[src/rtl/mem_access_stage_if.sv]
// Data-memory bus between the MEM-stage access controller (master) and the
// data memory (slave): request/grant handshake plus read response.
interface mem_access_stage_if #(
  parameter int DATA_WIDTH = 32
);
  logic                  mem_req_o;
  logic                  mem_we_o;
  logic [DATA_WIDTH-1:0] mem_addr_o;
  logic [DATA_WIDTH-1:0] mem_wdata_o;
  logic [3:0]            mem_be_o;
  logic                  mem_gnt_i;
  logic                  mem_rvalid_i;
  logic [DATA_WIDTH-1:0] mem_rdata_i;

  modport master (
    output mem_req_o, mem_we_o, mem_addr_o, mem_wdata_o, mem_be_o,
    input  mem_gnt_i, mem_rvalid_i, mem_rdata_i
  );

  modport slave (
    input  mem_req_o, mem_we_o, mem_addr_o, mem_wdata_o, mem_be_o,
    output mem_gnt_i, mem_rvalid_i, mem_rdata_i
  );
endinterface

[src/rtl/mem_access_stage.sv]
// MEM-stage data-memory access controller. Takes the EX/MEM fields, runs one
// load or store over the request/grant/response bus, stalls the pipeline
// until the access finishes and presents formatted load data to MEM/WB.
module mem_access_stage #(
  parameter int DATA_WIDTH = 32
) (
  input  logic                  clk,
  input  logic                  rst,
  input  logic [DATA_WIDTH-1:0] alu_result_m_i,
  input  logic [DATA_WIDTH-1:0] write_data_m_i,
  input  logic [1:0]            result_src_m_i,
  input  logic                  mem_write_m_i,
  input  logic                  byte_op_m_i,
  mem_access_stage_if.master    bus,
  output logic [DATA_WIDTH-1:0] read_data_m_o,
  output logic                  stall_o,
  output logic                  misaligned_o
);

  typedef enum logic [1:0] {
    S_IDLE = 2'b00,
    S_REQ  = 2'b01,
    S_WAIT = 2'b10,
    S_DONE = 2'b11
  } state_t;

  state_t state_r;
  state_t state_next_s;

  logic       access_s;
  logic       misaligned_s;
  logic       start_s;
  logic       byte_store_s;
  logic       req_byte_r;
  logic [1:0] req_lane_r;

  // Pick one byte lane out of a response word.
  function automatic logic [7:0] lane_byte(input logic [DATA_WIDTH-1:0] word,
                                           input logic [1:0] lane);
    case (lane)
      2'b00:   lane_byte = word[7:0];
      2'b01:   lane_byte = word[15:8];
      2'b10:   lane_byte = word[23:16];
      2'b11:   lane_byte = word[31:24];
      default: lane_byte = word[7:0];
    endcase
  endfunction

  // Decode the instruction sitting in EX/MEM; a set store bit wins over a load select.
  always_comb begin
    access_s     = mem_write_m_i | (result_src_m_i == 2'b01);
    misaligned_s = access_s & ~byte_op_m_i & (alu_result_m_i[1:0] != 2'b00);
    start_s      = (state_r == S_IDLE) & access_s & ~misaligned_s;
    byte_store_s = mem_write_m_i & byte_op_m_i;
    misaligned_o = misaligned_s;
  end

  // Next-state and stall decode; only DONE and an idle non-access release the pipeline.
  always_comb begin
    state_next_s = state_r;
    stall_o      = 1'b0;
    case (state_r)
      S_IDLE: begin
        if (start_s) begin
          state_next_s = S_REQ;
          stall_o      = 1'b1;
        end else begin
          state_next_s = S_IDLE;
          stall_o      = 1'b0;
        end
      end
      S_REQ: begin
        stall_o = 1'b1;
        if (bus.mem_gnt_i) begin
          state_next_s = bus.mem_we_o ? S_DONE : S_WAIT;
        end else begin
          state_next_s = S_REQ;
        end
      end
      S_WAIT: begin
        stall_o = 1'b1;
        if (bus.mem_rvalid_i) begin
          state_next_s = S_DONE;
        end else begin
          state_next_s = S_WAIT;
        end
      end
      S_DONE: begin
        stall_o      = 1'b0;
        state_next_s = S_IDLE;
      end
      default: begin
        stall_o      = 1'b0;
        state_next_s = S_IDLE;
      end
    endcase
  end

  // State register.
  always_ff @(posedge clk or posedge rst) begin
    if (rst) begin
      state_r <= S_IDLE;
    end else begin
      state_r <= state_next_s;
    end
  end

  // Request registers: bus fields are latched once in IDLE so they stay stable while requesting.
  always_ff @(posedge clk or posedge rst) begin
    if (rst) begin
      bus.mem_req_o   <= 1'b0;
      bus.mem_we_o    <= 1'b0;
      bus.mem_addr_o  <= {DATA_WIDTH{1'b0}};
      bus.mem_wdata_o <= {DATA_WIDTH{1'b0}};
      bus.mem_be_o    <= 4'b0000;
      req_byte_r      <= 1'b0;
      req_lane_r      <= 2'b00;
    end else begin
      bus.mem_req_o <= (state_next_s == S_REQ);
      if (start_s) begin
        bus.mem_we_o   <= mem_write_m_i;
        bus.mem_addr_o <= {alu_result_m_i[DATA_WIDTH-1:2], 2'b00};
        if (byte_store_s) begin
          bus.mem_wdata_o <= {(DATA_WIDTH/8){write_data_m_i[7:0]}};
          bus.mem_be_o    <= 4'b0001 << alu_result_m_i[1:0];
        end else begin
          bus.mem_wdata_o <= write_data_m_i;
          bus.mem_be_o    <= 4'b1111;
        end
        req_byte_r <= byte_op_m_i;
        req_lane_r <= alu_result_m_i[1:0];
      end
    end
  end

  // Load result: captured only from a response seen in WAIT, otherwise held.
  always_ff @(posedge clk or posedge rst) begin
    if (rst) begin
      read_data_m_o <= {DATA_WIDTH{1'b0}};
    end else if ((state_r == S_WAIT) && bus.mem_rvalid_i) begin
      if (req_byte_r) begin
        read_data_m_o <= {{(DATA_WIDTH-8){1'b0}}, lane_byte(bus.mem_rdata_i, req_lane_r)};
      end else begin
        read_data_m_o <= bus.mem_rdata_i;
      end
    end else begin
      read_data_m_o <= read_data_m_o;
    end
  end

endmodule
[src/flat_wrapper.sv]
// flat-port wrapper written by rule: the top's interface ports become plain ports
module mem_access_stage_flat 
#(
  parameter int DATA_WIDTH = 32
)
  (clk, rst, alu_result_m_i, write_data_m_i, result_src_m_i, mem_write_m_i, byte_op_m_i, read_data_m_o, stall_o, misaligned_o, bus_mem_req_o, bus_mem_we_o, bus_mem_addr_o, bus_mem_wdata_o, bus_mem_be_o, bus_mem_gnt_i, bus_mem_rvalid_i, bus_mem_rdata_i);
  mem_access_stage_if #(.DATA_WIDTH(DATA_WIDTH)) bus_i ();
  input  logic clk;
  input  logic rst;
  input  logic [DATA_WIDTH-1:0] alu_result_m_i;
  input  logic [DATA_WIDTH-1:0] write_data_m_i;
  input  logic [1:0] result_src_m_i;
  input  logic mem_write_m_i;
  input  logic byte_op_m_i;
  output logic [DATA_WIDTH-1:0] read_data_m_o;
  output logic stall_o;
  output logic misaligned_o;
  output wire logic [$bits(bus_i.mem_req_o)-1:0] bus_mem_req_o;
  output wire logic [$bits(bus_i.mem_we_o)-1:0] bus_mem_we_o;
  output wire logic [$bits(bus_i.mem_addr_o)-1:0] bus_mem_addr_o;
  output wire logic [$bits(bus_i.mem_wdata_o)-1:0] bus_mem_wdata_o;
  output wire logic [$bits(bus_i.mem_be_o)-1:0] bus_mem_be_o;
  input wire logic [$bits(bus_i.mem_gnt_i)-1:0] bus_mem_gnt_i;
  input wire logic [$bits(bus_i.mem_rvalid_i)-1:0] bus_mem_rvalid_i;
  input wire logic [$bits(bus_i.mem_rdata_i)-1:0] bus_mem_rdata_i;
  assign bus_mem_req_o = bus_i.mem_req_o;
  assign bus_mem_we_o = bus_i.mem_we_o;
  assign bus_mem_addr_o = bus_i.mem_addr_o;
  assign bus_mem_wdata_o = bus_i.mem_wdata_o;
  assign bus_mem_be_o = bus_i.mem_be_o;
  assign bus_i.mem_gnt_i = bus_mem_gnt_i;
  assign bus_i.mem_rvalid_i = bus_mem_rvalid_i;
  assign bus_i.mem_rdata_i = bus_mem_rdata_i;
  mem_access_stage #(.DATA_WIDTH(DATA_WIDTH)) u_core (.clk(clk), .rst(rst), .alu_result_m_i(alu_result_m_i), .write_data_m_i(write_data_m_i), .result_src_m_i(result_src_m_i), .mem_write_m_i(mem_write_m_i), .byte_op_m_i(byte_op_m_i), .bus(bus_i), .read_data_m_o(read_data_m_o), .stall_o(stall_o), .misaligned_o(misaligned_o));
endmodule
[config.mk]
export PLATFORM = sky130hd
export DESIGN_NAME = mem_access_stage_flat
export DESIGN_NICKNAME = d
export VERILOG_FILES = /design/src/rtl/mem_access_stage_if.sv /design/src/rtl/mem_access_stage.sv /design/src/flat_wrapper.sv
export SDC_FILE = /design/constraint.sdc
export NUM_CORES = 1
export LEC_CHECK = 0
export CELL_PAD_IN_SITES_DETAIL_PLACEMENT = 1
export CELL_PAD_IN_SITES_GLOBAL_PLACEMENT = 2
export CORE_MARGIN = 2
export CORE_UTILIZATION = 25
export DETAILED_ROUTE_END_ITERATION = 16
export GPL_TIMING_DRIVEN = 1
export PLACE_DENSITY = 0.86
export SLEW_MARGIN = 20
export SYNTH_ARGS = -nofsm -noshare
export SYNTH_HDL_FRONTEND = slang
export SYNTH_SLANG_ARGS = --single-unit
[constraint.sdc]
create_clock -name clk -period 4.5 [get_ports clk]
set_input_delay 0.9 -clock clk [delete_from_list [all_inputs] [get_ports clk]]
set_output_delay 0.9 -clock clk [all_outputs]
set_load 0.02 [all_outputs]
# ---- Word-level counts from Yosys, hierarchy flattened
# Cells that the tools add are included.
dict set report word_totals {
  in_bits 104
  wordCells 42
  ff_bits 105
  output_inout_bits 104
}
dict set report classes {
  n_shift 1
  n_bitwise 8
  n_eq_ne 8
  mux 11
  reduce_logical 5
}
# operator n
set op_table {}
lappend op_table {{$mux 32} 2}
lappend op_table {{$pmux 8 s4} 1}
lappend op_table {{$eq 2x1->1 const B} 4}
lappend op_table {{$eq 2x2->1 const B} 4}
lappend op_table {{$pmux 2 s4} 1}
lappend op_table {{$and 1x1->1} 5}
lappend op_table {{$logic_not 2->1} 2}
lappend op_table {{$mux 1} 4}
lappend op_table {{$mux 4} 1}
lappend op_table {{$shl 1x2->4 const A} 1}
lappend op_table {{$pmux 1 s3} 1}
lappend op_table {{$mux 2} 1}
lappend op_table {{$not 1->1} 2}
lappend op_table {{$reduce_bool 2->1} 1}
lappend op_table {{$reduce_or 2->1} 1}
lappend op_table {{$logic_and 1x1->1} 1}
lappend op_table {{$or 1x1->1} 1}

# ---- Logic depth before layout (Yosys ltp)
dict set report logic_depth {
  depth_word 9
  ltp_mapped 7
  ltp_nobuf 6
}

# ---- Least setup slack after synthesis
# OpenSTA, ideal clock, no wires.
dict set report synth_path {
  kind {input port to output port}
  from {input result_src_m_i[0]}
  to {output stall_o}
  arrival_ps 1795
  slack_ps 1805
  stages 5
  n_path_buf 2
  t_required_ps 3600
  path_cell_list {nor2b_1 > o221ai_2 > buf_6 > buf_4 > o21ai_0}
}
dict set report synth_via {
  elab_chain_len 8
  word_cells_on_any_way 9
  classes_between {1 x eq/ne; 2 x mux; 6 x bitwise}
}
# item line
set synth_lines {}
lappend synth_lines {{start, declared} flat_wrapper.sv:12} ;# input logic [1:0] result_src_m_i;
lappend synth_lines {{$eq 2x1->1 (*)} mem_access_stage.sv:51} ;# access_s = mem_write_m_i | (result_src_m_i == 2'b01);
lappend synth_lines {{$or 1x1->1 (*)} mem_access_stage.sv:51}
lappend synth_lines {{$and 1x1->1 (2 in series)} mem_access_stage.sv:52} ;# misaligned_s = access_s & ~byte_op_m_i & (alu_result_m_i[1:0] != 2'b00);
lappend synth_lines {{$not 1->1} mem_access_stage.sv:53} ;# start_s = (state_r == S_IDLE) & access_s & ~misaligned_s;
lappend synth_lines {{$and 1x1->1 (*)} mem_access_stage.sv:53}
lappend synth_lines {{$mux 1 (*)} mem_access_stage.sv:64} ;# if (start_s) begin
lappend synth_lines {{$pmux 1 s3 (*)} mem_access_stage.sv:62} ;# case (state_r)
lappend synth_lines {{end, declared} flat_wrapper.sv:16} ;# output logic stall_o;
# Mark *: on every way between the ends. The rest lies on a longest branch, timed or not.

# ---- Final worst setup path
dict set report layout_path {
  from {input mem_write_m_i}
  to {output misaligned_o}
}
dict set report layout_via {
  elab_chain_len 3
}
# item line
set layout_lines {}
lappend layout_lines {{start, declared} flat_wrapper.sv:13} ;# input logic mem_write_m_i;
lappend layout_lines {{$or 1x1->1} mem_access_stage.sv:51}
lappend layout_lines {{$and 1x1->1 (2 in series)} mem_access_stage.sv:52}
lappend layout_lines {{end, declared} flat_wrapper.sv:17} ;# output logic misaligned_o;
# Every way passes these cells.

==> results.ini <==
[worst_setup_path]
cp-end-kind = output port
slowest_stage = clkdlybuf4s50_1
cp_common_cell = clkdlybuf4s50_1
required_ns = 3.60
slowest_delay_ns = 0.79
crit_family = buffers and inverters
critical_path.max_fanout = 12
critPathKind = input pin to output port
cp-start-kind = input pin
arrival_ns = 2.70
path_buf_inv = 2
crit_chain = clkdlybuf4s50_1 -> nor2_1 -> nor3_1 -> clkdlybuf4s50_1

[pwr]
ir_drop_v = 0.000255
pwr_density_cell_mw_per_mm2 = 705
leakage_uw = 0.00315

[timing]
clock_skew_ns = 0.00804
min_period_ns = 3.60
setup_ws_ns = 0.903
relSlewSlack_pct = 35.2
fin_crit_sh_pct = 79.9
fin_hold_ws_ns = 0.480
rsz0062_at_grt = no
max_freq_mhz = 278
hold_viol_final = 0
finalSetupTns_ns = 0
finalSetupViolations = 0
maxSlewViolCount = 0
max_slew.worst_pin.slew_ns = 0.969

[logic_synthesis]
synthCells = 420
syn_area_mm2 = 0.00470
synth.area.top_cells = dfrtp_1, mux2_4, o21ai_0
synth_cell_type_count = 27
synth.top_cell.area_share_pct = 55.9
ys_ff_latch = 105
ys_warn_count = 0
avgSynthCellArea_um2 = 11.2
ys_seq_area_share_pct = 55.9
yosys.area.top_type = dfrtp_1

[route]
vias = 3856
dr_wl_met3_um = 1120
wl_met2_um = 7410
drt_first_pass_iters = 4
drc = 0
drt-total-wl_um = 15200
met1Wirelength_um = 6360
dr.max_layer_used = met4
wl_per_cell_um = 17.8
via_per_inst = 4.53
drt_iter0_drc = 102
antenna_left = 0

[global_route]
grt_pass1_wl_um = 23900
grt_max_degree = 73
grt_pass1_vias = 4314
overflow = 0
track_usage_pct = 15.4
antenna_found_initial = 0

[final_layout]
instances_no_fill = 852
final_nets = 720
postLayoutCellArea_mm2 = 0.00720
antenna_cells = 0
layout-drive-gt1-share_pct = 10.2
area_growth_pct = 53.2

[floorplanning]
start_util_pct = 25.3
die_area_mm2 = 0.0199
dieHeight_um = 141
fp.dieW_um = 141
fp-row-count = 50
io_pins = 208
core_area_mm2 = 0.0186

[clock_tree]
path_clk_slew_ns = 0.08
cts_hold_buf = 0
cts_root_buf = clkbuf_16
cts_tree = done
cts_setup_buffers = 0
clkSinkCount = 105
h-tree-depth = 3
numCtsBuffers = 9
cts.repair.resized = 0
clk_path_buf_depth = 2
clock_latency_ns = 0.35

[placed_design]
gp_congestion = 0.770
place_area_mm2 = 0.00690
dp.cells = 836
io_buffers = 205
pre_cts_ws_ns = 0.886
place_hpwl_um = 11300

[min_path]
min_path_type = register to register

[flow_run]
cap_violations = 0

[outcome]
status = finished clean

tightest hold or removal path, cell delays in order (launching register included):
cell	delay, ns
dfrtp_1	0.34
nand2_1	0.04
o21ai_0	0.06
flip-flops by register name (all words and copies together) (netlist names), 2 cells and up:
signal                  count
u_core.req_lane_r           2
u_core.bus.mem_be_o         4
u_core.bus.mem_wdata_o     32
u_core.bus.mem_addr_o      30
u_core.state_r              2
u_core.read_data_m_o       32
routing by layer:
layer / up-vias / GRT usage [%]
li1: 1808 / -
met1: 1888 / 18.5
met2: 142 / 26.1
met3: 18 / 4.89
met4: 0 / 5.26
met5: - / 0
layout by cell type, fill, tap and decap left out, types with 3 or more instances in the layout:
cell type        netlist  routed
clkdlybuf4s50_1        0     205
dfrtp_1              105     105
nand2_1               59      59
o21ai_0               54      54
mux2_4                39      39
a21oi_1               28      28
nor2_1                26      26
nand2b_1              25      25
a22oi_1                9       9
clkbuf_16              0       9
and3_1                 8       8
mux2i_1                8       8
o22ai_1                8       8
inv_1                  7       6
o21ai_1                4       4
buf_4                  7       4
ha_1                   3       3
synth_stat cells (all sizes together):
library cell,count
conb,1
nand2b,25
clkbuf,13
mux2,39
and3,8
nor2b,2
a21oi,28
nor3,1
dfrtp,105
ha,3
nand3,1
nor2,27
and2,1
mux2i,8
inv,7
o221ai,1
a22oi,9
o21ai,58
nand2,59
o22ai,8
buf,16
where the power goes:
group	leakage [µW]	total, µW	internal, µW	switching [µW]
Sequential	0.00128	1720	1380	340
Clock	0.000152	816	438	378
Combinational	0.00172	2540	1320	1220
Total	0.00315	5080	3140	1940
cell type report:
cell class	count	area, µm²
fillers	2006	11400
clock inverters	7	77.6
repair buffers	210	2100
flip-flops and latches	105	2630
well taps	234	293
multi-input cells	280	1850
inverters	7	28.8
clock buffers	9	225
cell families after synthesis:
logic type / after synthesis / share of synthesized area (%)
multiplexers: 47 / 14.2
buffers and inverters: 36 / 5.11
other: 1 / 0.0797
AND/OR/NAND/NOR: 124 / 12.0
flip-flops: 105 / 55.9
adder cells (fa/ha/maj): 3 / 0.798
AO/OA/AOI/OAI: 104 / 12.0
worst paths after layout:
| check | slack, ns | end | start | cells past startpoint |
|---|---|---|---|---|
| hold reg to reg | 0.48 | u_core.bus.mem_wdata_o[27] | u_core.bus.mem_wdata_o[27] | 2 |
| min in group asynchronous | 1.00 | u_core.bus.mem_addr_o[2] | rst | 2 |
| setup / recovery | 0.90 | misaligned_o | mem_write_m_i | 4 |
| hold / removal | 0.48 | u_core.bus.mem_wdata_o[27] | u_core.bus.mem_wdata_o[27] | 2 |
| setup reg to reg | 1.98 | u_core.bus.mem_addr_o[15] | u_core.state_r[0] | 6 |
| max in group asynchronous | 2.72 | u_core.read_data_m_o[12] | rst | 3 |
stage by stage:
step | utilization (%) | total power [µW]
floorplan | - | 3120
global placement | 37.1 | 4220
detailed placement | 37.1 | 4310
CTS | 38.8 | 5160
global route | 38.8 | 5390
finish | 38.8 | 5080
(Power assumes the default switching activity.)
